$ cat config.mk
export PLATFORM = sky130hd
export DESIGN_NAME = data_cache_port_arbiter_flat
export DESIGN_NICKNAME = d
export VERILOG_FILES = /design/src/rtl/data_cache_port_arbiter_if.sv /design/src/rtl/data_cache_port_arbiter.sv /design/src/flat_wrapper.sv
export SDC_FILE = /design/constraint.sdc
export NUM_CORES = 1
export LEC_CHECK = 0
export CORE_AREA = 3 3 40 42
export CTS_CLUSTER_DIAMETER = 60
export DETAILED_ROUTE_END_ITERATION = 8
export DIE_AREA = 0 0 43 45
export PLACE_DENSITY = 0.62
export SYNTH_ARGS = -nofsm -noshare
export SYNTH_HDL_FRONTEND = slang
export SYNTH_SLANG_ARGS = --single-unit
$ cat constraint.sdc
create_clock -name clk_i -period 2.1 [get_ports clk_i]
set_input_delay 0.63 -clock clk_i [delete_from_list [all_inputs] [get_ports clk_i]]
set_output_delay 0.63 -clock clk_i [all_outputs]
set_load 0.02 [all_outputs]
$ cat src/rtl/data_cache_port_arbiter_if.sv
// Port0 handshake bundle shared by the load, store and refill requesters and the arbiter.
//   refill_request_i / refill_done_i / refill_granted_o : memory unit (refill/writeback)
//   store_request_i / store_done_i / store_idle_i / store_granted_o : store cache controller
//   load_request_i / load_done_i / load_granted_o : load cache controller
//   port0_owner_o (00 none, 01 load, 10 store, 11 refill), port0_busy_o : port status
interface data_cache_port_arbiter_if;
    logic       refill_request_i;
    logic       refill_done_i;
    logic       refill_granted_o;
    logic       store_request_i;
    logic       store_done_i;
    logic       store_idle_i;
    logic       store_granted_o;
    logic       load_request_i;
    logic       load_done_i;
    logic       load_granted_o;
    logic [1:0] port0_owner_o;
    logic       port0_busy_o;

    // Requester side: drives requests/releases, observes grants.
    modport master (
        output refill_request_i, refill_done_i,
        output store_request_i, store_done_i, store_idle_i,
        output load_request_i, load_done_i,
        input  refill_granted_o, store_granted_o, load_granted_o,
        input  port0_owner_o, port0_busy_o
    );

    // Arbiter side.
    modport slave (
        input  refill_request_i, refill_done_i,
        input  store_request_i, store_done_i, store_idle_i,
        input  load_request_i, load_done_i,
        output refill_granted_o, store_granted_o, load_granted_o,
        output port0_owner_o, port0_busy_o
    );
endinterface

$ cat src/rtl/data_cache_port_arbiter.sv
// Data cache port0 arbiter between load controller, store controller and refill unit.
// Refill has priority unless load/store have been starved STARVE_LIMIT times; load and
// store alternate round-robin. Grants are combinational in IDLE and held by the owner
// until its release (done, or store idle).
// Ports: clk_i, rst_n_i (async active-low), port0 (data_cache_port_arbiter_if.slave).
module data_cache_port_arbiter #(
    parameter int unsigned STARVE_LIMIT = 4
) (
    input  logic                      clk_i,
    input  logic                      rst_n_i,
    data_cache_port_arbiter_if.slave  port0
);

    localparam int unsigned CNT_W = $clog2(STARVE_LIMIT + 1);

    // Encoding doubles as the port0_owner_o code.
    typedef enum logic [1:0] {
        IDLE       = 2'b00,
        OWN_LOAD   = 2'b01,
        OWN_STORE  = 2'b10,
        OWN_REFILL = 2'b11
    } state_t;

    state_t             state_q, state_d;
    state_t             winner;
    state_t             owner;
    logic               last_store_q, last_store_d;   // 1: store was served last
    logic [CNT_W-1:0]   starve_cnt_q, starve_cnt_d;
    logic               ls_pending;
    logic               starved;

    // State register, round-robin pointer and starvation counter.
    always_ff @(posedge clk_i or negedge rst_n_i) begin
        if (!rst_n_i) begin
            state_q      <= IDLE;
            last_store_q <= 1'b1;
            starve_cnt_q <= '0;
        end else begin
            state_q      <= state_d;
            last_store_q <= last_store_d;
            starve_cnt_q <= starve_cnt_d;
        end
    end

    // Next-state, arbitration and counter update.
    always_comb begin
        state_d      = state_q;
        last_store_d = last_store_q;
        starve_cnt_d = starve_cnt_q;
        winner       = IDLE;
        ls_pending   = port0.load_request_i | port0.store_request_i;
        starved      = (starve_cnt_q == CNT_W'(STARVE_LIMIT));

        case (state_q)
            IDLE: begin
                if (port0.refill_request_i && !(starved && ls_pending)) begin
                    winner = OWN_REFILL;
                end else if (port0.load_request_i && port0.store_request_i) begin
                    winner = last_store_q ? OWN_LOAD : OWN_STORE;
                end else if (port0.load_request_i) begin
                    winner = OWN_LOAD;
                end else if (port0.store_request_i) begin
                    winner = OWN_STORE;
                end
                state_d = winner;

                if (winner == OWN_REFILL && ls_pending && !starved) begin
                    starve_cnt_d = starve_cnt_q + CNT_W'(1);
                end
                if (winner == OWN_LOAD || winner == OWN_STORE) begin
                    starve_cnt_d = '0;
                    last_store_d = (winner == OWN_STORE);
                end
            end
            OWN_LOAD: begin
                if (port0.load_done_i) state_d = IDLE;
            end
            OWN_STORE: begin
                // Invalidate-miss exits through store_idle_i without a done.
                if (port0.store_done_i || port0.store_idle_i) state_d = IDLE;
            end
            OWN_REFILL: begin
                if (port0.refill_done_i) state_d = IDLE;
            end
        endcase
    end

    // Owner is the live winner in IDLE; reset also masks grants from live requests.
    always_comb begin
        owner = (state_q == IDLE) ? winner : state_q;
        if (!rst_n_i) owner = IDLE;
    end

    assign port0.load_granted_o   = (owner == OWN_LOAD);
    assign port0.store_granted_o  = (owner == OWN_STORE);
    assign port0.refill_granted_o = (owner == OWN_REFILL);
    assign port0.port0_owner_o    = 2'(owner);
    assign port0.port0_busy_o     = (owner != IDLE);

endmodule

$ cat src/flat_wrapper.sv
// flat-port wrapper written by rule: the top's interface ports become plain ports
module data_cache_port_arbiter_flat 
#(
    parameter int unsigned STARVE_LIMIT = 4
)
  (clk_i, rst_n_i, port0_refill_request_i, port0_refill_done_i, port0_store_request_i, port0_store_done_i, port0_store_idle_i, port0_load_request_i, port0_load_done_i, port0_refill_granted_o, port0_store_granted_o, port0_load_granted_o, port0_port0_owner_o, port0_port0_busy_o);
  data_cache_port_arbiter_if port0_i ();
  input  logic clk_i;
  input  logic rst_n_i;
  input wire logic [$bits(port0_i.refill_request_i)-1:0] port0_refill_request_i;
  input wire logic [$bits(port0_i.refill_done_i)-1:0] port0_refill_done_i;
  input wire logic [$bits(port0_i.store_request_i)-1:0] port0_store_request_i;
  input wire logic [$bits(port0_i.store_done_i)-1:0] port0_store_done_i;
  input wire logic [$bits(port0_i.store_idle_i)-1:0] port0_store_idle_i;
  input wire logic [$bits(port0_i.load_request_i)-1:0] port0_load_request_i;
  input wire logic [$bits(port0_i.load_done_i)-1:0] port0_load_done_i;
  output wire logic [$bits(port0_i.refill_granted_o)-1:0] port0_refill_granted_o;
  output wire logic [$bits(port0_i.store_granted_o)-1:0] port0_store_granted_o;
  output wire logic [$bits(port0_i.load_granted_o)-1:0] port0_load_granted_o;
  output wire logic [$bits(port0_i.port0_owner_o)-1:0] port0_port0_owner_o;
  output wire logic [$bits(port0_i.port0_busy_o)-1:0] port0_port0_busy_o;
  assign port0_i.refill_request_i = port0_refill_request_i;
  assign port0_i.refill_done_i = port0_refill_done_i;
  assign port0_i.store_request_i = port0_store_request_i;
  assign port0_i.store_done_i = port0_store_done_i;
  assign port0_i.store_idle_i = port0_store_idle_i;
  assign port0_i.load_request_i = port0_load_request_i;
  assign port0_i.load_done_i = port0_load_done_i;
  assign port0_refill_granted_o = port0_i.refill_granted_o;
  assign port0_store_granted_o = port0_i.store_granted_o;
  assign port0_load_granted_o = port0_i.load_granted_o;
  assign port0_port0_owner_o = port0_i.port0_owner_o;
  assign port0_port0_busy_o = port0_i.port0_busy_o;
  data_cache_port_arbiter #(.STARVE_LIMIT(STARVE_LIMIT)) u_core (.clk_i(clk_i), .rst_n_i(rst_n_i), .port0(port0_i));
endmodule
==> results of run 1 <==
-- repair_timing --
action,CTS,global route
pin swaps,11,5
endpoints found under the setup margin,10,10
resized for setup,57,3
buffers inserted,2,0
-- power by group --
part	total (mW)	internal [mW]	leakage [nW]	switching [mW]
clock	0.118	0.0722	0.0150	0.0455
sequential	0.235	0.166	0.0743	0.0687
combinational	0.598	0.321	0.318	0.278
total	0.951	0.559	0.407	0.392
-- per-stage QoR --
stage	TNS [ps]	hold WS [ps]	utilization (%)
global route	-1730	669	65.8
detailed placement	-8480	598	58.8
CTS	-977	635	64.8
floorplan	0	334	-
finish	-1010	637	65.8
global placement	-7820	600	58.8
-- sequential cells by signal (all words and copies together), names as in the netlist --
| register | flops |
|---|---|
| u_core.starve_cnt_q | 3 |
| u_core.last_store_q | 1 |
| u_core.state_q | 2 |
-- cells in the mapped netlist (2+ instances only) --
library cell,n
ha_1,4
dfrtp_1,5
a31oi_1,2
nor2_1,2
a21oi_1,5
inv_1,8
o21a_1,2
a22o_1,2
nand3_1,2
o21ai_0,2
nor3_1,3
nand2_1,4
-- layer usage --
metal	wire length [um]	vias up	GRT usage, %	share of wire [%]
met5	0	-	0	0
met4	20	0	9.04	1.4
met3	48	4	3.98	3.5
met2	691	11	26.6	50
met1	622	245	19.8	45
li1	-	267	-	-
-- logic make-up after synthesis --
family	after synthesis	share of synthesized area [%]
AOI/OAI and AO/OA	19	27.0
DFF	6	32.4
and+or+nand+nor	15	16.0
adders and majority gates	4	10.7
buffers and inverters	10	8.29
muxes	2	5.61
-- cell usage in the layout (no fill, tap or decap), drive strengths merged --
| master | Yosys | layout |
|---|---|---|
| buf | 1 | 27 |
| inv | 8 | 8 |
| clkdlybuf4s50 | 0 | 5 |
| dfrtp | 5 | 5 |
| a21oi | 5 | 5 |
| nand2 | 4 | 4 |
| clkbuf | 1 | 4 |
| ha | 4 | 4 |
| nor2 | 3 | 3 |
| nor3 | 3 | 3 |
| o21ai | 3 | 3 |
| nand3 | 2 | 2 |
| o21a | 2 | 2 |
| a31oi | 2 | 2 |
| a22o | 2 | 2 |
| a21boi | 2 | 2 |
| mux2 | 2 | 2 |
| a22oi | 1 | 1 |
| nand2b | 1 | 1 |
| nand4 | 1 | 1 |
| and3b | 1 | 1 |
| o22a | 1 | 1 |
| a41o | 1 | 1 |
| dlygate4sd2 | 0 | 1 |
| dfstp | 1 | 1 |
-- cell type report --
type                            count  area, sq um  share of cell area [%]
Inverter                            8         32.5                    3.85
Timing Repair Buffer               33          265                    31.4
Multi-Input combinational cell     40          352                    41.6
Clock buffer                        4         26.3                    3.11
Sequential cell                     6          151                    17.9
Tap cell                           15         18.8                    2.22
-- worst min-delay path by stage --
stage	depth (start not counted)	to	slack, ps	from
final	2	u_core.starve_cnt_q[1]	640	u_core.starve_cnt_q[1]
after global routing	1	u_core.last_store_q	670	u_core.last_store_q
after CTS	2	u_core.starve_cnt_q[1]	640	u_core.starve_cnt_q[1]
after detailed placement	2	u_core.starve_cnt_q[1]	600	u_core.starve_cnt_q[1]
after global placement	2	u_core.starve_cnt_q[1]	600	u_core.starve_cnt_q[1]
after floorplan	0	u_core.starve_cnt_q[0]	330	rst_n_i
-- worst min-delay path, stage by stage, from the launching register on --
cell	delay [ps]
dfrtp_1	350
buf_4	120
a22o_1	130
==> summary.txt, run 1 <==
Timing
  • Final worst-path cycle share: 109%
  • Final Skew: 0.275 ps
  • Worst slew margin: 79.4%
  • Final setup viols: 7
  • Final Hold Fails: 0
  • Tmin final: 2290 ps
  • Upper clock frequency limit: 0.437 GHz
  • Worst Max-Slew Pin Slew: 309 ps
  • RSZ-0062 raised after global routing: true
  • Slew Viols, Final: 0
  • Setup WS post-layout: -188 ps

Drt
  • DR vias: 527
  • Total Wirelength: 1.38 mm
  • # DRC: 0
  • DRT iter0 DRCs: 11
  • Remaining antenna violation count: 0
  • Drt pass-1 iters: 2
  • WL/cell: 13.0 um
  • Vias/cell: 4.97

Setup path
  • Crit Path Class: register to output pin
  • Critical Path Sink Type: output pin
  • Worst EP required: 1470 ps
  • Critical path origin: u_core.starve_cnt_q[0]
  • FF-to-FF Start: u_core.starve_cnt_q[0]
  • Most frequent CP cell: inv_2
  • Cell count along the critical path: 8
  • Crit-path max FO: 4
  • WP buf/inv: 3
  • Worst EP arrival: 1660 ps
  • RR Endpoint: u_core.starve_cnt_q[0]
  • Crit-path cells: inv_2 > ha_4 > nand3_2 > a22oi_2 > inv_2 > a21oi_2 > nor3_2 > buf_4
  • Worst-path cell with the longest stage delay: dfrtp_1
  • Setup slack, reg-to-reg: -80 ps
  • Worst path max stage delay: 390 ps
  • Worst Setup Start Kind: register
  • FF-to-FF path depth: 11
  • Top delay family on crit path: compound AO/OA/AOI/OAI gates
  • Setup crit end: port0_store_granted_o

Flow run
  • Max-cap violations: 0

Global routing
  • Vias in the first global route: 539
  • Global-route wire length before repair: 2.31 mm
  • Largest net degree at the start of global routing: 9
  • GR Util All Layers: 16.3%
  • Global route overflow: 0
  • Initial antenna violation count: 0

Floorplanning
  • Core Box Area: 1280 sq um
  • Initial Util: 36.4%
  • Top Ports: 15
  • Chip Width: 43 um
  • Die Y: 45 um
  • Die Area: 1940 sq um
  • Row count: 13

Outcome
  • Violated checks: negative setup slack
  • Status: finished, violations left

Finish
  • Filler cells: 109
  • NumNets Final: 105
  • Antenna diode count: 0
  • Area grow syn2layout: 80.7%
  • Layout cells sized above 1: 56.0%
  • Layout Cells excl Fill: 106
  • Final Instance Area: 846 sq um

Power and ir drop
  • LEAKAGE: 0.407 nW
  • Power density over the cells: 1120 nW/um^2
  • VDD IR max: 635 uV
  • Pwr Total: 951 uW

Synth
  • Yosys reg bits: 6
  • Share of the synthesized area in the top cell type: 26.7%
  • Register area share after synthesis: 32.4%
  • Main area contributors after synthesis: dfrtp_1, ha_1, inv_1, dfstp_2, a21oi_1
  • Post-synth EDFFs: 0
  • Syn. warnings: 0
  • Post-synth cell types: 27
  • Mapped Cells: 56
  • Average cell area after synthesis: 8.36 sq um
  • Ys async rst share: 100%
  • Syn Std Cell Area: 468 sq um
  • Synth Net Count: 69
  • Largest area contributor in the netlist: dfrtp_1
  • Top_reg_cell synth: dfrtp_1

Placement
  • Port buffer count: 14
  • Placed Instances: 100
  • GP Congestion: 0.759
  • Pre-CTS setup slack: -1000 ps
  • Instance area at placement: 756 sq um
  • Hpwl dp: 978 um

CTS
  • Max Root-Sink Buffers: 2
  • Clock Sinks: 6
  • TritonCTS clock tree: done
  • Clock Pin Slew Worst Setup and Hold Paths: 50 ps
  • Cts bufs inserted: 3
  • CTS Hold Buffers Added: 0
  • CTS root buf: clkbuf_4
  • Clk Latency, worst-skew pair: 250 ps
  • H-tree depth: 1

Worst hold path
  • Worst Hold Class: register to register
No activity file was read; power rests on OpenSTA's default activity.
==> run 2: changes to the inputs <==
--- a/config.mk
+++ b/config.mk
@@ -5,11 +5,11 @@
 export SDC_FILE = /design/constraint.sdc
 export NUM_CORES = 1
 export LEC_CHECK = 0
-export CORE_AREA = 3 3 40 42
+export CORE_MARGIN = 3
+export CORE_UTILIZATION = 30
 export CTS_CLUSTER_DIAMETER = 60
 export DETAILED_ROUTE_END_ITERATION = 8
-export DIE_AREA = 0 0 43 45
-export PLACE_DENSITY = 0.62
+export PLACE_DENSITY = 0.54
 export SYNTH_ARGS = -nofsm -noshare
 export SYNTH_HDL_FRONTEND = slang
 export SYNTH_SLANG_ARGS = --single-unit
==> summary.txt, run 2 (synthesis gave the netlist of run 1 again) <==
Placement
  • Placed Instances: 97
  • Hpwl dp: 927 um
  • GP Congestion: 0.753
  • Instance area at placement: 733 sq um
  • Port buffer count: 14

Finish
  • Layout Cells excl Fill: 107
  • Leading cell type in the layout, fill and taps excluded: buf_4
  • Most flops, register: u_core.starve_cnt_q
  • Fin util: 61.2%
  • Largest regs: u_core.starve_cnt_q (3), u_core.state_q (2), u_core.last_store_q (1)
  • Layout cells sized above 1: 55.4%
  • Area grow syn2layout: 80.7%
  • Most frequent cells in the layout: buf_4, clkdlybuf4s50_1, dfrtp_1
  • Antenna diode count: 0
  • NumNets Final: 106
  • Filler cells: 134
  • Final Instance Area: 846 sq um
  • Largest register FFs: 3

Setup path
  • Critical Path Sink Type: output pin
  • RR Endpoint: u_core.starve_cnt_q[0]
  • Setup slack, reg-to-reg: -60 ps
  • Worst-path cell with the longest stage delay: dfrtp_1
  • Worst Setup Start Kind: register
  • Worst EP required: 1470 ps
  • Most frequent CP cell: buf_4
  • Crit Path Class: register to output pin
  • FF-to-FF Start: u_core.starve_cnt_q[0]
  • Crit-path max FO: 4
  • FF-to-FF path depth: 12
  • Crit-path cells: inv_2 > ha_4 > nand3_2 > a22oi_1 > buf_4 > inv_4 > a21oi_2 > nor3_2 > buf_4
  • Worst path max stage delay: 390 ps
  • Worst EP arrival: 1620 ps

CTS
  • Max Root-Sink Buffers: 2
  • Clock Sinks: 6
  • CTS Hold Buffers Added: 0
  • CTS root buf: clkbuf_4
  • H-tree depth: 1
  • Clk Latency, worst-skew pair: 240 ps
  • TritonCTS clock tree: done
  • Cts bufs inserted: 3
  • Clock Pin Slew Worst Setup and Hold Paths: 50 ps

Floorplanning
  • Die Area: 2070 sq um
  • Chip Width: 45.5 um
  • Top Ports: 15
  • Die Y: 45.5 um
  • Initial Util: 33.8%
  • Row count: 13
  • Core Box Area: 1380 sq um

Worst hold path
  • Worst hold endpoint: u_core.starve_cnt_q[1]
  • Hold Crit Depth: 2
  • Worst Hold Class: register to register
  • Worst hold start: u_core.starve_cnt_q[1]

Global routing
  • Initial antenna violation count: 0
  • Largest net degree at the start of global routing: 9
  • Global-route wire length before repair: 1.84 mm
  • Vias in the first global route: 474
  • Global route overflow: 0
  • GR Util All Layers: 12.1%

Timing
  • Worst slew margin: 78.8%
  • Final hold slack: 629 ps
  • Final setup viols: 7
  • Final worst-path cycle share: 107%
  • Slew Viols, Final: 0
  • Tmin final: 2250 ps
  • Final Skew: 2.46 ps
  • Setup WS post-layout: -152 ps
  • RSZ-0062 raised after global routing: true
  • Upper clock frequency limit: 0.444 GHz
  • Final Hold Fails: 0
  • Worst Max-Slew Pin Slew: 318 ps

Drt
  • DRT iter0 DRCs: 9
  • Drt pass-1 iters: 4
  • Total Wirelength: 1.21 mm
  • # DRC: 0
  • Remaining antenna violation count: 0
  • Vias/cell: 4.95
  • WL/cell: 11.3 um
  • DR vias: 530

Power and ir drop
  • LEAKAGE: 0.412 nW
  • Sw Ratio: 38.5%
  • Power density over the cells: 1120 nW/um^2
  • Sequential Power Share: 23.5%
  • P_sw: 364 uW
  • P_int: 583 uW
  • VDD IR max: 768 uV
  • Clk pwr share: 11.9%
  • Combinational share of power: 64.6%

Outcome
  • Violated checks: negative setup slack
  • Status: finished, violations left

Flow run
  • Max-cap violations: 0
-- run 2: cell types whose count changed in the layout (fill, tap and decap cells not counted) --
cell,change
buf_4,+2
a21boi_1,-1
a21boi_2,+1
a22oi_1,+1
a22oi_2,-1
buf_2,-1
inv_2,-1
inv_4,+1
o21ai_1,+1
o21ai_4,-1
-- run 2: how the worst max path moves through the flow --
stage / startpoint / to / slack (ps) / depth (start not counted)
6_report: u_core.starve_cnt_q[0] / port0_store_granted_o / -150 / 9
5_1_grt: u_core.starve_cnt_q[0] / port0_store_granted_o / -230 / 9
4_1_cts: u_core.starve_cnt_q[1] / port0_store_granted_o / -160 / 9
3_5_place_dp: port0_store_request_i / port0_store_granted_o / -970 / 7
3_3_place_gp: port0_store_request_i / port0_store_granted_o / -930 / 7
2_1_floorplan: u_core.starve_cnt_q[0] / u_core.starve_cnt_q[0] / 30 / 10
-- run 2: power groups by stage --
| stage | Combinational [mW] | Sequential (mW) | Clock, mW |
|---|---|---|---|
| 6_report | 0.612 | 0.223 | 0.113 |
| 5_1_grt | 0.664 | 0.230 | 0.127 |
| 4_1_cts | 0.576 | 0.222 | 0.120 |
| 3_5_place_dp | 0.508 | 0.217 | 0 |
| 3_3_place_gp | 0.504 | 0.218 | 0 |
| 2_1_floorplan | 0.314 | 0.182 | 0 |
-- run 2: area by class of cell --
class / instances / area (sq um) / share of cell area, %
Sequential cell: 6 / 151 / 17.9
Multi-Input combinational cell: 40 / 339 / 40.1
Tap cell: 15 / 18.8 / 2.22
Timing Repair Buffer: 34 / 275 / 32.5
Inverter: 8 / 35.0 / 4.14
Clock buffer: 4 / 26.3 / 3.11
-- run 2: routing by layer --
metal  part of all wire, %  global-route usage [%]  up-vias
met5                     0                       0        -
met4                     0                    1.75        0
met3                   4.5                    4.74        0
met2                    50                    19.8       13
met1                    46                    15.2      245
li1                      -                       -      272
-- run 2: per-stage QoR --
stage          setup WS (ps)  power, mW  TNS (ps)
2_1_floorplan           29.2      0.496         0
3_3_place_gp            -930      0.722     -7480
3_5_place_dp            -966      0.725     -7510
4_1_cts                 -158      0.918      -737
5_1_grt                 -233       1.02     -1300
6_report                -152      0.947      -690
-- run 2: what timing repair did --
action | 4_1_cts | 5_1_grt
endpoints found under the hold margin | 0 | 0
pin swaps | 9 | 6
gates resized for setup | 58 | 2
endpoints found under the setup margin | 10 | 8
gates cloned | 0 | 0
buffers inserted | 3 | 3
-- run 2: critical path, delay by kind of cell (launching register included) --
family                     cells  cell delay [ps]
buffers and inverters          4              460
DFF                            1              390
AOI/OAI and AO/OA              2              270
adders and majority gates      1              150
and+or+nand+nor                2              100
==> run 3: changes to the inputs <==
--- a/config.mk
+++ b/config.mk
@@ -9,7 +9,8 @@
 export CORE_UTILIZATION = 30
 export CTS_CLUSTER_DIAMETER = 60
 export DETAILED_ROUTE_END_ITERATION = 8
-export PLACE_DENSITY = 0.54
+export PLACE_DENSITY = 0.52
+export RECOVER_POWER = 25
 export SYNTH_ARGS = -nofsm -noshare
 export SYNTH_HDL_FRONTEND = slang
 export SYNTH_SLANG_ARGS = --single-unit
==> constraint.sdc (replaced) <==
create_clock -name clk_i -period 2.2 [get_ports clk_i]
set_input_delay 0.66 -clock clk_i [delete_from_list [all_inputs] [get_ports clk_i]]
set_output_delay 0.66 -clock clk_i [all_outputs]
set_load 0.02 [all_outputs]
==> summary.txt, run 3 (synthesis gave the netlist of run 1 again) <==
Setup path
  • Worst-path cell with the longest stage delay: dfrtp_1
  • Worst Setup Start Kind: register
  • Critical path origin: u_core.starve_cnt_q[0]
  • Crit Path Class: register to output pin
  • Worst path max stage delay: 380 ps
  • FF-to-FF Start: u_core.starve_cnt_q[0]
  • Worst EP arrival: 1640 ps
  • Top delay family on crit path: flip-flops
  • Critical Path Sink Type: output pin
  • Crit-path max FO: 4
  • Crit-path cells: inv_2 > ha_4 > nand3_2 > a22o_4 > buf_6 > a21oi_2 > nor3_1 > buf_2
  • Worst EP required: 1540 ps
  • WP buf/inv: 3

Power and ir drop
  • Power density over the cells: 1050 nW/um^2
  • VDD IR max: 455 uV
  • LEAKAGE: 0.397 nW
  • Pwr Total: 850 uW

Timing
  • Final Skew: 5.80 ps
  • Tmin final: 2300 ps
  • Setup TNS: -400 ps
  • Upper clock frequency limit: 0.435 GHz
  • Setup WS post-layout: -97.8 ps
  • Worst Max-Slew Pin Slew: 388 ps
  • Worst slew margin: 74.1%
  • Final setup viols: 6
  • Final worst-path cycle share: 104%
  • RSZ-0062 raised after global routing: true
  • Final Hold Fails: 0
  • Slew Viols, Final: 0

Drt
  • Vias/cell: 5.04
  • WL/cell: 12.1 um
  • Drt pass-1 iters: 4
  • DR vias: 524
  • # DRC: 0
  • DRT iter0 DRCs: 5
  • Remaining antenna violation count: 0
  • Total Wirelength: 1.26 mm

Finish
  • Largest regs: u_core.starve_cnt_q (3), u_core.state_q (2), u_core.last_store_q (1)
  • NumNets Final: 103
  • Layout cells sized above 1: 52.8%
  • Layout Cells excl Fill: 104
  • Most frequent cells in the layout: buf_4, clkdlybuf4s50_1, dfrtp_1
  • Final Instance Area: 811 sq um
  • Antenna diode count: 0
  • Area grow syn2layout: 73.3%
  • Most flops, register: u_core.starve_cnt_q
  • Largest register FFs: 3
  • Leading cell type in the layout, fill and taps excluded: buf_4

Floorplanning
  • Initial Util: 33.8%
  • Core Box Area: 1380 sq um
  • Top Ports: 15
  • Chip Width: 45.5 um
  • Row count: 13
  • Die Y: 45.5 um
  • Die Area: 2070 sq um

CTS
  • Clk Latency, worst-skew pair: 250 ps
  • Clock Pin Slew Worst Setup and Hold Paths: 50 ps
  • TritonCTS clock tree: done
  • Clock Sinks: 6
  • Cts bufs inserted: 3
  • H-tree depth: 1
  • CTS root buf: clkbuf_4
  • Max Root-Sink Buffers: 2

Placement
  • Instance area at placement: 713 sq um
  • Port buffer count: 14
  • Placed Instances: 95
  • Hpwl dp: 885 um
  • GP Congestion: 0.763

Global routing
  • Vias in the first global route: 500
  • Global-route wire length before repair: 2.10 mm
  • Initial antenna violation count: 0
  • Largest net degree at the start of global routing: 11
  • Global route overflow: 0
  • GR Util All Layers: 13.9%

Outcome
  • Violated checks: negative setup slack
  • Status: finished, violations left

Flow run
  • Max-cap violations: 0

Worst hold path
  • Worst Hold Class: register to register
  • Worst hold start: u_core.last_store_q
run 3: worst register-to-register path: cells and delay by family (launching register included):
family                   cells  cell delay, ps
AO/OA/AOI/OAI                3             510
adder cells (fa/ha/maj)      2             330
buffers and inverters        3             320
flip-flops                   1             380
multiplexers                 1             260
AND/OR/NAND/NOR              2             260
run 3: cell type report:
| type | count | area, sq um |
|---|---|---|
| clock buffer | 4 | 26.3 |
| fill | 138 | 572 |
| inverter | 8 | 32.5 |
| multi-input combinational | 40 | 340 |
| sequential | 6 | 151 |
| tap | 15 | 18.8 |
| timing repair buffer | 31 | 241 |
run 3: layer usage:
layer  GRT usage [%]  share of wire [%]  routed length [um]
met1            18.5                 49                 611
met2            21.2                 46                 584
met3            2.37                3.7                  46
met4            7.02                1.1                  14
met5               0                  0                   0
run 3: what timing repair did:
action	4_1_cts	5_1_grt
pin swaps	7	2
setup buffers	2	3
hold buffers	0	0
resized for setup	52	5
setup endpoints to repair	10	7
run 3: worst paths after layout:
| kind | endpoint | slack [ps] | depth (start not counted) |
|---|---|---|---|
| min | u_core.last_store_q | 640 | 1 |
| max reg2reg | u_core.starve_cnt_q[0] | 20 | 11 |
| min reg2reg | u_core.last_store_q | 640 | 1 |
| max | port0_load_granted_o | -100 | 8 |
| max in group asynchronous | u_core.last_store_q | 1280 | 2 |
| min in group asynchronous | u_core.state_q[0] | 710 | 2 |
run 3: metrics by stage:
stage	setup slack, ps	utilization (%)	hold WS (ps)
detailed placement	-926	51.6	601
global route	-183	58.6	655
finish	-97.8	58.6	643
floorplan	7.02	-	364
global placement	-891	51.6	594
CTS	-91.6	55.1	639
run 3: power breakdown:
group | switching (mW) | internal [mW]
combinational | 0.225 | 0.279
clock | 0.0455 | 0.0691
sequential | 0.0731 | 0.158
